`src/rtl/output_stream_tx.sv`:
```
// output_stream_tx: AXI-Stream transmitter for convolution results.
// Buffers result words in a FIFO and frames each output matrix with TLAST.
module output_stream_tx #(
  parameter int OUTW  = 32,
  parameter int DEPTH = 8,
  parameter int R     = 9,
  parameter int C     = 8,
  parameter int MAXK  = 4,
  localparam int K_BITS   = $clog2(MAXK + 1),
  localparam int N_BITS   = $clog2(R * C + 1),
  localparam int CNT_BITS = $clog2(DEPTH + 1)
) (
  input  logic                clk,
  input  logic                reset_n,
  input  logic [K_BITS-1:0]   K,
  input  logic [OUTW-1:0]     in_data,
  input  logic                in_valid,
  output logic                in_ready,
  output logic [OUTW-1:0]     AXIS_TDATA,
  output logic                AXIS_TVALID,
  input  logic                AXIS_TREADY,
  output logic                AXIS_TLAST,
  output logic                matrix_sent,
  output logic [CNT_BITS-1:0] fifo_count
);

  localparam int PTR_W = (DEPTH > 1) ? $clog2(DEPTH) : 1;
  localparam logic [PTR_W-1:0] PTR_LAST = PTR_W'(DEPTH - 1);
  localparam logic [CNT_BITS-1:0] CNT_FULL = CNT_BITS'(DEPTH);

  logic [OUTW-1:0]     mem_q [DEPTH];
  logic [PTR_W-1:0]    wr_ptr_q, wr_ptr_d;
  logic [PTR_W-1:0]    rd_ptr_q, rd_ptr_d;
  logic [CNT_BITS-1:0] count_q, count_d;
  logic [N_BITS-1:0]   sent_cnt_q, sent_cnt_d;
  logic                sent_q, sent_d;

  logic              push;
  logic              pop;
  logic              last;
  logic [N_BITS-1:0] k_n;
  logic [N_BITS-1:0] rows;
  logic [N_BITS-1:0] cols;
  logic [N_BITS-1:0] n_words;
  logic [N_BITS-1:0] last_idx;

  // Output matrix size for the current kernel: (R-K+1)*(C-K+1).
  always_comb begin
    k_n      = N_BITS'(K);
    rows     = N_BITS'(R) - k_n + N_BITS'(1);
    cols     = N_BITS'(C) - k_n + N_BITS'(1);
    n_words  = rows * cols;
    last_idx = n_words - N_BITS'(1);
  end

  assign in_ready    = (count_q < CNT_FULL);
  assign AXIS_TVALID = (count_q != '0);
  assign AXIS_TDATA  = mem_q[rd_ptr_q];
  assign last        = (sent_cnt_q == last_idx);
  assign AXIS_TLAST  = AXIS_TVALID && last;
  assign matrix_sent = sent_q;
  assign fifo_count  = count_q;

  assign push = in_valid && in_ready;
  assign pop  = AXIS_TVALID && AXIS_TREADY;

  // Next-state for pointers, occupancy and matrix framing.
  always_comb begin
    wr_ptr_d   = wr_ptr_q;
    rd_ptr_d   = rd_ptr_q;
    count_d    = count_q;
    sent_cnt_d = sent_cnt_q;
    sent_d     = 1'b0;
    if (push) begin
      wr_ptr_d = (wr_ptr_q == PTR_LAST) ? '0 : wr_ptr_q + PTR_W'(1);
    end
    if (pop) begin
      rd_ptr_d = (rd_ptr_q == PTR_LAST) ? '0 : rd_ptr_q + PTR_W'(1);
    end
    unique case ({push, pop})
      2'b10:   count_d = count_q + CNT_BITS'(1);
      2'b01:   count_d = count_q - CNT_BITS'(1);
      default: count_d = count_q;
    endcase
    if (pop) begin
      if (last) begin
        sent_cnt_d = '0;
        sent_d     = 1'b1;
      end else begin
        sent_cnt_d = sent_cnt_q + N_BITS'(1);
      end
    end
  end

  // Control state; reset drops buffered words and the partial matrix.
  always_ff @(posedge clk or negedge reset_n) begin
    if (!reset_n) begin
      wr_ptr_q   <= '0;
      rd_ptr_q   <= '0;
      count_q    <= '0;
      sent_cnt_q <= '0;
      sent_q     <= 1'b0;
    end else begin
      wr_ptr_q   <= wr_ptr_d;
      rd_ptr_q   <= rd_ptr_d;
      count_q    <= count_d;
      sent_cnt_q <= sent_cnt_d;
      sent_q     <= sent_d;
    end
  end

  // Storage array; contents are don't-care until written.
  always_ff @(posedge clk) begin
    if (push) begin
      mem_q[wr_ptr_q] <= in_data;
    end
  end

endmodule

```
`config.mk`:
```
export PLATFORM = sky130hd
export DESIGN_NAME = output_stream_tx
export DESIGN_NICKNAME = d
export VERILOG_FILES = /design/src/rtl/output_stream_tx.sv
export SDC_FILE = /design/constraint.sdc
export NUM_CORES = 1
export LEC_CHECK = 0
export CAP_MARGIN = 20
export CORE_AREA = 8 8 139 141
export DETAILED_ROUTE_END_ITERATION = 7
export DIE_AREA = 0 0 147 149
export DONT_BUFFER_PORTS = 1
export PLACE_DENSITY = 0.91
export SLEW_MARGIN = 20
export SYNTH_ARGS = -nofsm -noshare
export SYNTH_HDL_FRONTEND = slang
export SYNTH_SLANG_ARGS = --single-unit
```
`constraint.sdc`:
```
create_clock -name clk -period 13.3 [get_ports clk]
set_input_delay 1.33 -clock clk [delete_from_list [all_inputs] [get_ports clk]]
set_output_delay 1.33 -clock clk [all_outputs]
set_load 0.02 [all_outputs]
```
==> results of run 1 <==
==> registers in the layout, summed over array words and instances, names as in the netlist <==
name / flops
mem_q: 256
fifo_count: 4
matrix_sent: 1
rd_ptr_q: 3
sent_cnt_q: 7
wr_ptr_q: 3
==> power by group <==
| group | switching, mW | leakage (nW) | total (mW) | internal, mW |
|---|---|---|---|---|
| sequential | 0.0934 | 2.53 | 1.14 | 1.05 |
| clock | 0.301 | 0.440 | 0.769 | 0.468 |
| combinational | 0.462 | 1.26 | 0.826 | 0.364 |
| total | 0.857 | 4.23 | 2.74 | 1.88 |
==> critical path, delay by kind of cell <==
family,cells,cell delay [ns]
simple gates,4,1.22
buf+inv,2,0.15
fa+ha+maj,5,2.53
xor+xnor,3,0.72
==> path summary, 6_finish.rpt <==
path / from / endpoint / depth (start not counted)
setup / recovery: K[0] / AXIS_TLAST / 14
hold / removal: reset_n / fifo_count[0]$_DFFE_PN0P_ / 0
setup reg to reg: fifo_count[2]$_DFFE_PN0P_ / fifo_count[3]$_DFFE_PN0P_ / 10
hold reg to reg: wr_ptr_q[0]$_DFFE_PN0P_ / wr_ptr_q[0]$_DFFE_PN0P_ / 2
max in group asynchronous: reset_n / matrix_sent$_DFF_PN0_ / 0
min in group clk: wr_ptr_q[0]$_DFFE_PN0P_ / wr_ptr_q[0]$_DFFE_PN0P_ / 2
==> cells in the mapped netlist, types with 2 or more instances <==
master and n:
edfxtp_1 256, mux4_2 64, mux2_2 34, ha_1 23
nand2_1 21, inv_1 19, dfrtp_1 18, xnor2_1 15
clkbuf_1 12, nor2_1 12, xor2_1 12, fa_1 10
nand3_1 6, a31oi_1 5, buf_2 5, nand4_1 5
o21ai_0 5, buf_1 4, nor3_1 4, a21oi_1 3
and3_1 3, nand2b_1 3, a211oi_1 2, a21o_1 2
and3_2 2, nand3b_1 2, xnor2_2 2, xor2_2 2
==> layer usage <==
metal | track usage, % | part of all wire, % | vias to the layer above
met4 | 5.61 | 2.0 | 0
met1 | 26.5 | 37 | 2835
met2 | 39.3 | 54 | 254
li1 | - | - | 2301
met5 | 0 | 0 | -
met3 | 4.43 | 6.9 | 33
==> kinds of logic (layout without fill, tap and decap cells) <==
logic type	Yosys count	after routing	synth area share (%)
flops	274	274	70.9
buf+inv	41	78	1.48
mux	99	99	16.0
fa+ha+maj	33	33	4.25
other cells	1	2	0.0327
simple gates	65	65	2.83
xor+xnor	33	33	3.07
compound gates	22	22	1.43
==> cell type report <==
| cell class | count | area [sq um] | area share, % |
|---|---|---|---|
| clock inverters | 17 | 205 | 1.62 |
| repair buffers | 10 | 78.8 | 0.621 |
| flip-flops and latches | 274 | 8140 | 64.1 |
| inverters | 19 | 71.3 | 0.561 |
| clock buffers | 32 | 694 | 5.47 |
| well taps | 225 | 282 | 2.22 |
| multi-input cells | 254 | 3230 | 25.4 |
==> impl_metrics.json, run 1 <==
{
  "outcome": "completed",
  "routedWlPerCell_microns": 28.5,
  "final_cell_mix": "256 x edfxtp_1, 64 x mux4_2, 34 x mux2_2, 27 x clkbuf_16, 23 x ha_1",
  "clk_pin_slew_ns": 0.06,
  "cap_viol_max_count": 0,
  "cts_resized": 0,
  "hold_buffers": 0,
  "power_density_nw_per_um2": 215,
  "worstSetupPathType": "in -> out",
  "post-place-ws_ns": 6.15,
  "setup_slack_ns": 6.02,
  "vias_per_cell": 6.53,
  "final_common_cell": "edfxtp_1",
  "path_cells": "inv_1, ha_1, xnor2_2, xor2_2, nand2_1, fa_1, fa_1, fa_1, inv_1, fa_1, xor2_1, nand4_1, nor3_1, and3_1",
  "worst_pin_slew_ns": 0.973,
  "cts_sinks": 274,
  "leakagePower_nw": 4.23,
  "die-height_microns": 149,
  "drive_gt1_share_pct": 27.9,
  "postPlaceCellArea_sq_um": 11800,
  "fin_cells": 831,
  "grt_usage_pct": 21.8,
  "ant_nets": 0,
  "synth_top_area_cell": "edfxtp_1",
  "cts_tree": "built",
  "hp-class": "in -> async",
  "fin_skew_ns": 0.0228,
  "yosys_warnings": 0,
  "slew_headroom_pct": 35.1,
  "grt_overflow": 0,
  "start_kind": "input pin",
  "core_sq_um": 17100,
  "vias": 5423,
  "max_stage_delay_ns": 0.62,
  "grt_start_max_net_pins": 67,
  "numPortBuffers": 0,
  "htreeDepth": 1,
  "drtIter0Drc": 443,
  "rsz0062_at_grt": "no",
  "rows": 48,
  "dr.pass1.iters": 5,
  "rrSetupSlack_ns": 10.19,
  "clock_path_buffers": 3,
  "place_hpwl_mm": 12.9,
  "yosysUniqueCellTypes": 45,
  "endpoint_kind": "output port",
  "gp_congestion": 0.740,
  "min_period_ns": 7.28,
  "maxSlewViolCount": 0,
  "ys_async_sr_fraction_pct": 6.57,
  "synthCells": 568,
  "netlist_area_sq_um": 11500,
  "hold_ws_ns": 0.489,
  "ios": 79,
  "yosysSeqAreaShare_pct": 70.9,
  "postRouteWirelength_mm": 23.7,
  "post-route-util_pct": 74.5,
  "synth_top_cell_area_share_pct": 67.0,
  "avgSynthCellArea_sq_um": 20.2,
  "synth_enable_flop_cells": 256,
  "start_util_pct": 67.3,
  "post_cts_buffers": 0,
  "irDropWorstVdd_mv": 0.170,
  "ys_top_cells_by_area": "edfxtp_1 67%, mux4_2 13%, dfrtp_1 3.9%, mux2_2 3.3%, ha_1 2.5%",
  "design_area_sq_um": 12700,
  "nNetsFinal": 658,
  "ys_seq_elements": 274,
  "required_ns": 11.97,
  "setup_viol": 0,
  "hold_violations": 0,
  "p_total_mw": 2.74,
  "grt_pass1_vias": 5823,
  "drt_drc_violations_left": 0,
  "slowest_stage": "fa_1",
  "antenna_found_initial": 0,
  "tns_ns": 0,
  "clk_latency_ns": 0.53,
  "root_buffer": "clkbuf_16",
  "diodes": 0,
  "ys.flop_type": "edfxtp_1",
  "fillers": 908,
  "cp_common_cell": "fa_1",
  "numCtsBuffers": 27,
  "arrival_ns": 5.95,
  "place_inst": 782,
  "period_share_pct": 54.7,
  "dieArea_sq_um": 21900,
  "syn_to_final_growth_pct": 10.7,
  "fmax_ghz": 0.137,
  "crit_fanout": 14,
  "die_w_microns": 147,
  "grt_pass1_wl_mm": 35.9
}
Note: power is estimated with default switching activity, not from simulation.
==> run 2: changes to the inputs <==
CORE_AREA = 8 8 151 153   (was 8 8 139 141)
DIE_AREA = 0 0 159 161   (was 0 0 147 149)
PLACE_DENSITY = 0.82   (was 0.91)
clock period = 6.3 ns   (was 13.3 ns; I/O delays follow)
==> run 2 against run 1 <==
  * Clock power rose by 100%
  * Final area rose by 0.28%
  * Sequential share of layout area fell by 0.18 points
  * Combinational power rose by 100%
  * Count of clock-buffer cells in the layout fell by 1
  * First-iteration DRC count fell by 13%
  * Sequential power rose by 110%
  * Via count fell by 2.6%
  * Register-to-register slack got worse by 7.0 ns
  * Total power rose by 110%
  * Largest power group unchanged
  * Highest routed layer unchanged
==> impl_metrics.json, run 2 (same netlist as run 1, synthesis figures left out) <==
{
  "outcome": "completed",
  "clock_path_buffers": 3,
  "final_common_cell": "edfxtp_1",
  "nNetsFinal": 658,
  "irDropWorstVdd_mv": 0.286,
  "fin_cells": 881,
  "grt_start_max_net_pins": 67,
  "drt_drc_violations_left": 0,
  "min_period_ns": 5.84,
  "hold_ws_ns": 0.173,
  "required_ns": 5.67,
  "numPortBuffers": 0,
  "root_buffer": "clkbuf_16",
  "top_register": "mem_q",
  "drtIter0Drc": 387,
  "leakagePower_nw": 4.21,
  "critPathTopFamily": "adder cells",
  "largest_register_ffs": 256,
  "maxSlewViolCount": 0,
  "syn_to_final_growth_pct": 11.0,
  "post_cts_buffers": 0,
  "vias_per_cell": 6.00,
  "antenna_found_initial": 0,
  "slowest_stage": "nor3_1",
  "crit_fanout": 14,
  "grt_pass1_wl_mm": 34.1,
  "final_cell_mix": "256 x edfxtp_1, 64 x mux4_2, 34 x mux2_2, 26 x clkbuf_16, 23 x ha_1",
  "rows": 53,
  "routedWlPerCell_microns": 25.1,
  "tns_ns": 0,
  "cts_resized": 0,
  "period_share_pct": 92.7,
  "die-height_microns": 161,
  "fin_skew_ns": 0.0270,
  "wl_met2_mm": 11.5,
  "core_sq_um": 20600,
  "hold_violations": 0,
  "path_cells": "inv_1, ha_1, xnor2_2, xor2_2, nand2_1, fa_1, fa_1, inv_1, fa_1, ha_1, ha_1, xor2_1, xnor2_1, nor3_1, and3_1",
  "start_util_pct": 55.8,
  "cts_tree": "built",
  "gp_congestion": 0.825,
  "p_total_mw": 5.67,
  "postPlaceCellArea_sq_um": 11900,
  "numCtsBuffers": 26,
  "post-route-util_pct": 62.0,
  "cap_viol_max_count": 0,
  "fillers": 1378,
  "die_w_microns": 159,
  "max_stage_delay_ns": 0.58,
  "drive_gt1_share_pct": 28.1,
  "start_kind": "input pin",
  "ant_nets": 0,
  "clk_latency_ns": 0.55,
  "dr.pass1.iters": 4,
  "m1WireLength_mm": 8.15,
  "vias": 5283,
  "postRouteWirelength_mm": 22.1,
  "place_hpwl_mm": 13.3,
  "ios": 79,
  "power_density_nw_per_um2": 445,
  "worstSetupPathType": "in -> out",
  "dieArea_sq_um": 25600,
  "grt_usage_pct": 17.3,
  "highest_layer": "met4",
  "post-place-ws_ns": 0.523,
  "grt_overflow": 0,
  "cts_sinks": 274,
  "fmax_ghz": 0.171,
  "clk_pin_slew_ns": 0.06,
  "worst_pin_slew_ns": 0.989,
  "setup_slack_ns": 0.462,
  "wl_met3_mm": 1.80,
  "setup_viol": 0,
  "place_inst": 832,
  "slew_headroom_pct": 34.1,
  "critical_path_buf_inv_count": 2,
  "htreeDepth": 1,
  "design_area_sq_um": 12700,
  "endpoint_kind": "output port",
  "rsz0062_at_grt": "no",
  "hold_buffers": 1,
  "diodes": 0,
  "arrival_ns": 5.21,
  "hp-class": "in -> reg",
  "grt_pass1_vias": 5791
}
==> run 2: cell count changes in the layout (fill, tap and decap cells not counted) <==
cell           before  now
buf_4               9   10
buf_6               1    0
bufinv_16           5    3
clkbuf_16          27   26
clkinv_1            7    5
clkinv_16           0    1
clkinvlp_4          0    3
dlygate4sd3_1       0    1
nor3_2              2    1
nor3_4              0    1
==> run 2: cell type report <==
cell class                 instances  area (sq um)  area share (%)
clock buffer                      31           669            5.26
clock inverter                    17           190            1.49
inverter                          19          71.3           0.560
multi-input combinational        254          3230            25.4
sequential                       274          8140            63.9
tap                              275           344            2.70
timing repair buffer              11          85.1           0.668
==> run 2: path summary, 6_finish.rpt <==
path	start	endpoint	slack, ns	cells past startpoint
worst min register to register	sent_cnt_q[0]$_DFFE_PN0P_	sent_cnt_q[0]$_DFFE_PN0P_	0.59	1
worst max register to register	fifo_count[2]$_DFFE_PN0P_	fifo_count[3]$_DFFE_PN0P_	3.16	10
worst max-delay path	K[0]	AXIS_TLAST	0.46	15
max in group asynchronous	reset_n	rd_ptr_q[0]$_DFFE_PN0P_	5.06	1
worst min-delay path	in_data[21]	mem_q[2][21]$_DFFE_PP_	0.17	0
min in group asynchronous	reset_n	sent_cnt_q[4]$_DFFE_PN0P_	0.64	1
==> run 2: report_power, final <==
part / internal [mW] / switching [mW]
clock network: 0.890 / 0.654
logic: 0.765 / 0.923
registers: 2.21 / 0.225
==> run 2: metal layers <==
layer / vias to the layer above / global-route usage, %
met5: - / 0
met4: 0 / 7.03
met2: 201 / 30.6
li1: 2294 / -
met3: 50 / 4.45
met1: 2738 / 20.0
==> run 3: changes to the inputs <==
CELL_PAD_IN_SITES_DETAIL_PLACEMENT = 0   (was unset)
CELL_PAD_IN_SITES_GLOBAL_PLACEMENT = 1   (was unset)
CORE_AREA = 2 2 155 157   (was 8 8 151 153)
DIE_AREA = 0 0 157 159   (was 0 0 159 161)
==> run 3 against run 2 <==
  * Clock power about the same
  * Global-route usage decreased by 0.49 points
  * Clock skew down 0.015 ns
  * Worst setup slack improved by 0.024 ns
  * Total power is 0.44% lower
  * Critical endpoint unchanged
  * Highest routed layer unchanged
==> impl_metrics.json, run 3 (same netlist as run 1, synthesis figures left out) <==
{
  "start_util_pct": 49.5,
  "ios": 79,
  "grt_start_max_net_pins": 41,
  "postPlaceCellArea_sq_um": 11900,
  "grt_overflow": 0,
  "start_kind": "input pin",
  "clk_pin_slew_ns": 0.06,
  "leakagePower_nw": 4.22,
  "rows": 56,
  "place_hpwl_mm": 11.6,
  "required_ns": 5.67,
  "drtIter0Drc": 215,
  "diodes": 0,
  "postRouteWirelength_mm": 20.2,
  "ant_nets": 0,
  "antenna_found_initial": 0,
  "routedWlPerCell_microns": 21.9,
  "top_register": "mem_q",
  "post-route-util_pct": 55.2,
  "design_area_sq_um": 12800,
  "nNetsFinal": 659,
  "worst_pin_slew_ns": 0.992,
  "largest_register_ffs": 256,
  "gp_congestion": 0.756,
  "grt_pass1_wl_mm": 32.0,
  "final_cell_mix": "256 x edfxtp_1, 64 x mux4_2, 34 x mux2_2, 27 x clkbuf_16, 23 x ha_1",
  "hp-class": "in -> reg",
  "drt_drc_violations_left": 0,
  "worstSetupPathType": "in -> out",
  "cts_sinks": 274,
  "grt_pass1_vias": 5577,
  "cap_viol_max_count": 0,
  "drive_gt1_share_pct": 27.6,
  "arrival_ns": 5.18,
  "hold_violations": 0,
  "numPortBuffers": 0,
  "core_sq_um": 23200,
  "syn_to_final_growth_pct": 11.5,
  "clock_path_buffers": 3,
  "power_density_nw_per_um2": 441,
  "fin_skew_ns": 0.0120,
  "rsz0062_at_grt": "no",
  "htreeDepth": 1,
  "die-height_microns": 159,
  "slew_headroom_pct": 33.9,
  "period_share_pct": 92.3,
  "cts_tree": "built",
  "final_common_cell": "edfxtp_1",
  "setup_viol": 0,
  "dr.pass1.iters": 4,
  "grt_usage_pct": 16.8,
  "crit_fanout": 14,
  "min_period_ns": 5.81,
  "maxSlewViolCount": 0,
  "fmax_ghz": 0.172,
  "dieArea_sq_um": 25000,
  "outcome": "completed",
  "vias": 5171,
  "vias_per_cell": 5.59,
  "fillers": 1709,
  "tns_ns": 0,
  "die_w_microns": 157,
  "clk_latency_ns": 0.53,
  "irDropWorstVdd_mv": 0.265,
  "endpoint_kind": "output port",
  "root_buffer": "clkbuf_16",
  "numCtsBuffers": 27
}
## run 3: cell count changes in the layout (fill, tap and decap cells not counted)
| cell | delta |
|---|---|
| clkbuf_1 | +3 |
| clkinvlp_4 | -3 |
| clkinv_2 | -2 |
| bufinv_16 | +1 |
| clkbuf_16 | +1 |
| clkinv_16 | -1 |
| inv_8 | +1 |
| nor3_2 | +1 |
| nor3_4 | -1 |
## run 3: final timing paths
kind                                           start                   endpoint  slack (ns)  depth (start not counted)
hold reg to reg              wr_ptr_q[0]$_DFFE_PN0P_    wr_ptr_q[0]$_DFFE_PN0P_        0.53                          2
min in group asynchronous                    reset_n  sent_cnt_q[5]$_DFFE_PN0P_        0.65                          1
setup / recovery                                K[0]                 AXIS_TLAST        0.49                         15
hold / removal                            in_data[3]      mem_q[0][3]$_DFFE_PP_        0.19                          0
setup reg to reg           fifo_count[2]$_DFFE_PN0P_  fifo_count[3]$_DFFE_PN0P_        3.16                         10
max in group asynchronous                    reset_n    rd_ptr_q[0]$_DFFE_PN0P_        5.05                          1
## run 3: metal layers
metal	vias up	share of wire, %	GRT usage [%]
li1	2302	-	-
met1	2681	39	22.2
met2	157	52	28.5
met3	31	7.2	3.84
met4	0	2.0	4.42
met5	-	0	0
## run 3: power breakdown
group | total, mW | switching (mW) | internal (mW) | leakage [nW]
clock network | 1.57 | 0.622 | 0.952 | 0.425
registers | 2.44 | 0.233 | 2.21 | 2.53
logic | 1.62 | 0.868 | 0.756 | 1.26
## run 3: timing repair
item	4_1_cts	5_1_grt
endpoints found under the hold margin	18	0
resized for setup	0	0
buffers inserted	0	0
hold buffers	1	0
## run 3: cell type report
cell class / count / area (sq um) / area share (%)
Timing Repair Buffer: 11 / 85.1 / 0.665
Clock buffer: 35 / 706 / 5.51
Sequential cell: 274 / 8140 / 63.6
Inverter: 19 / 71.3 / 0.557
Tap cell: 319 / 399 / 3.12
Multi-Input combinational cell: 254 / 3230 / 25.2
Clock inverter: 13 / 169 / 1.32
## run 3: stage by stage
| step | power [mW] | hold WS (ns) | setup slack (ns) | instances |
|---|---|---|---|---|
| detailed placement | 4.14 | 0.335 | 0.554 | 876 |
| global route | 5.92 | 0.170 | 0.257 | 925 |
| CTS | 5.73 | 0.173 | 0.538 | 925 |
| floorplan | 3.78 | 0.334 | 0.769 | 569 |
| finish | 5.64 | 0.195 | 0.486 | 925 |
| global placement | 4.09 | 0.335 | 0.684 | 876 |
## run 3: worst max-delay path, stage by stage
cell and delay (ns):
inv_1 0.07, ha_1 0.26, xnor2_2 0.18, and3_2 0.25, o21ai_0 0.30, fa_1 0.47
fa_1 0.50, inv_1 0.06, fa_1 0.48, ha_1 0.31, ha_1 0.33, xor2_1 0.16
xnor2_1 0.18, nor3_1 0.63, and3_1 0.38
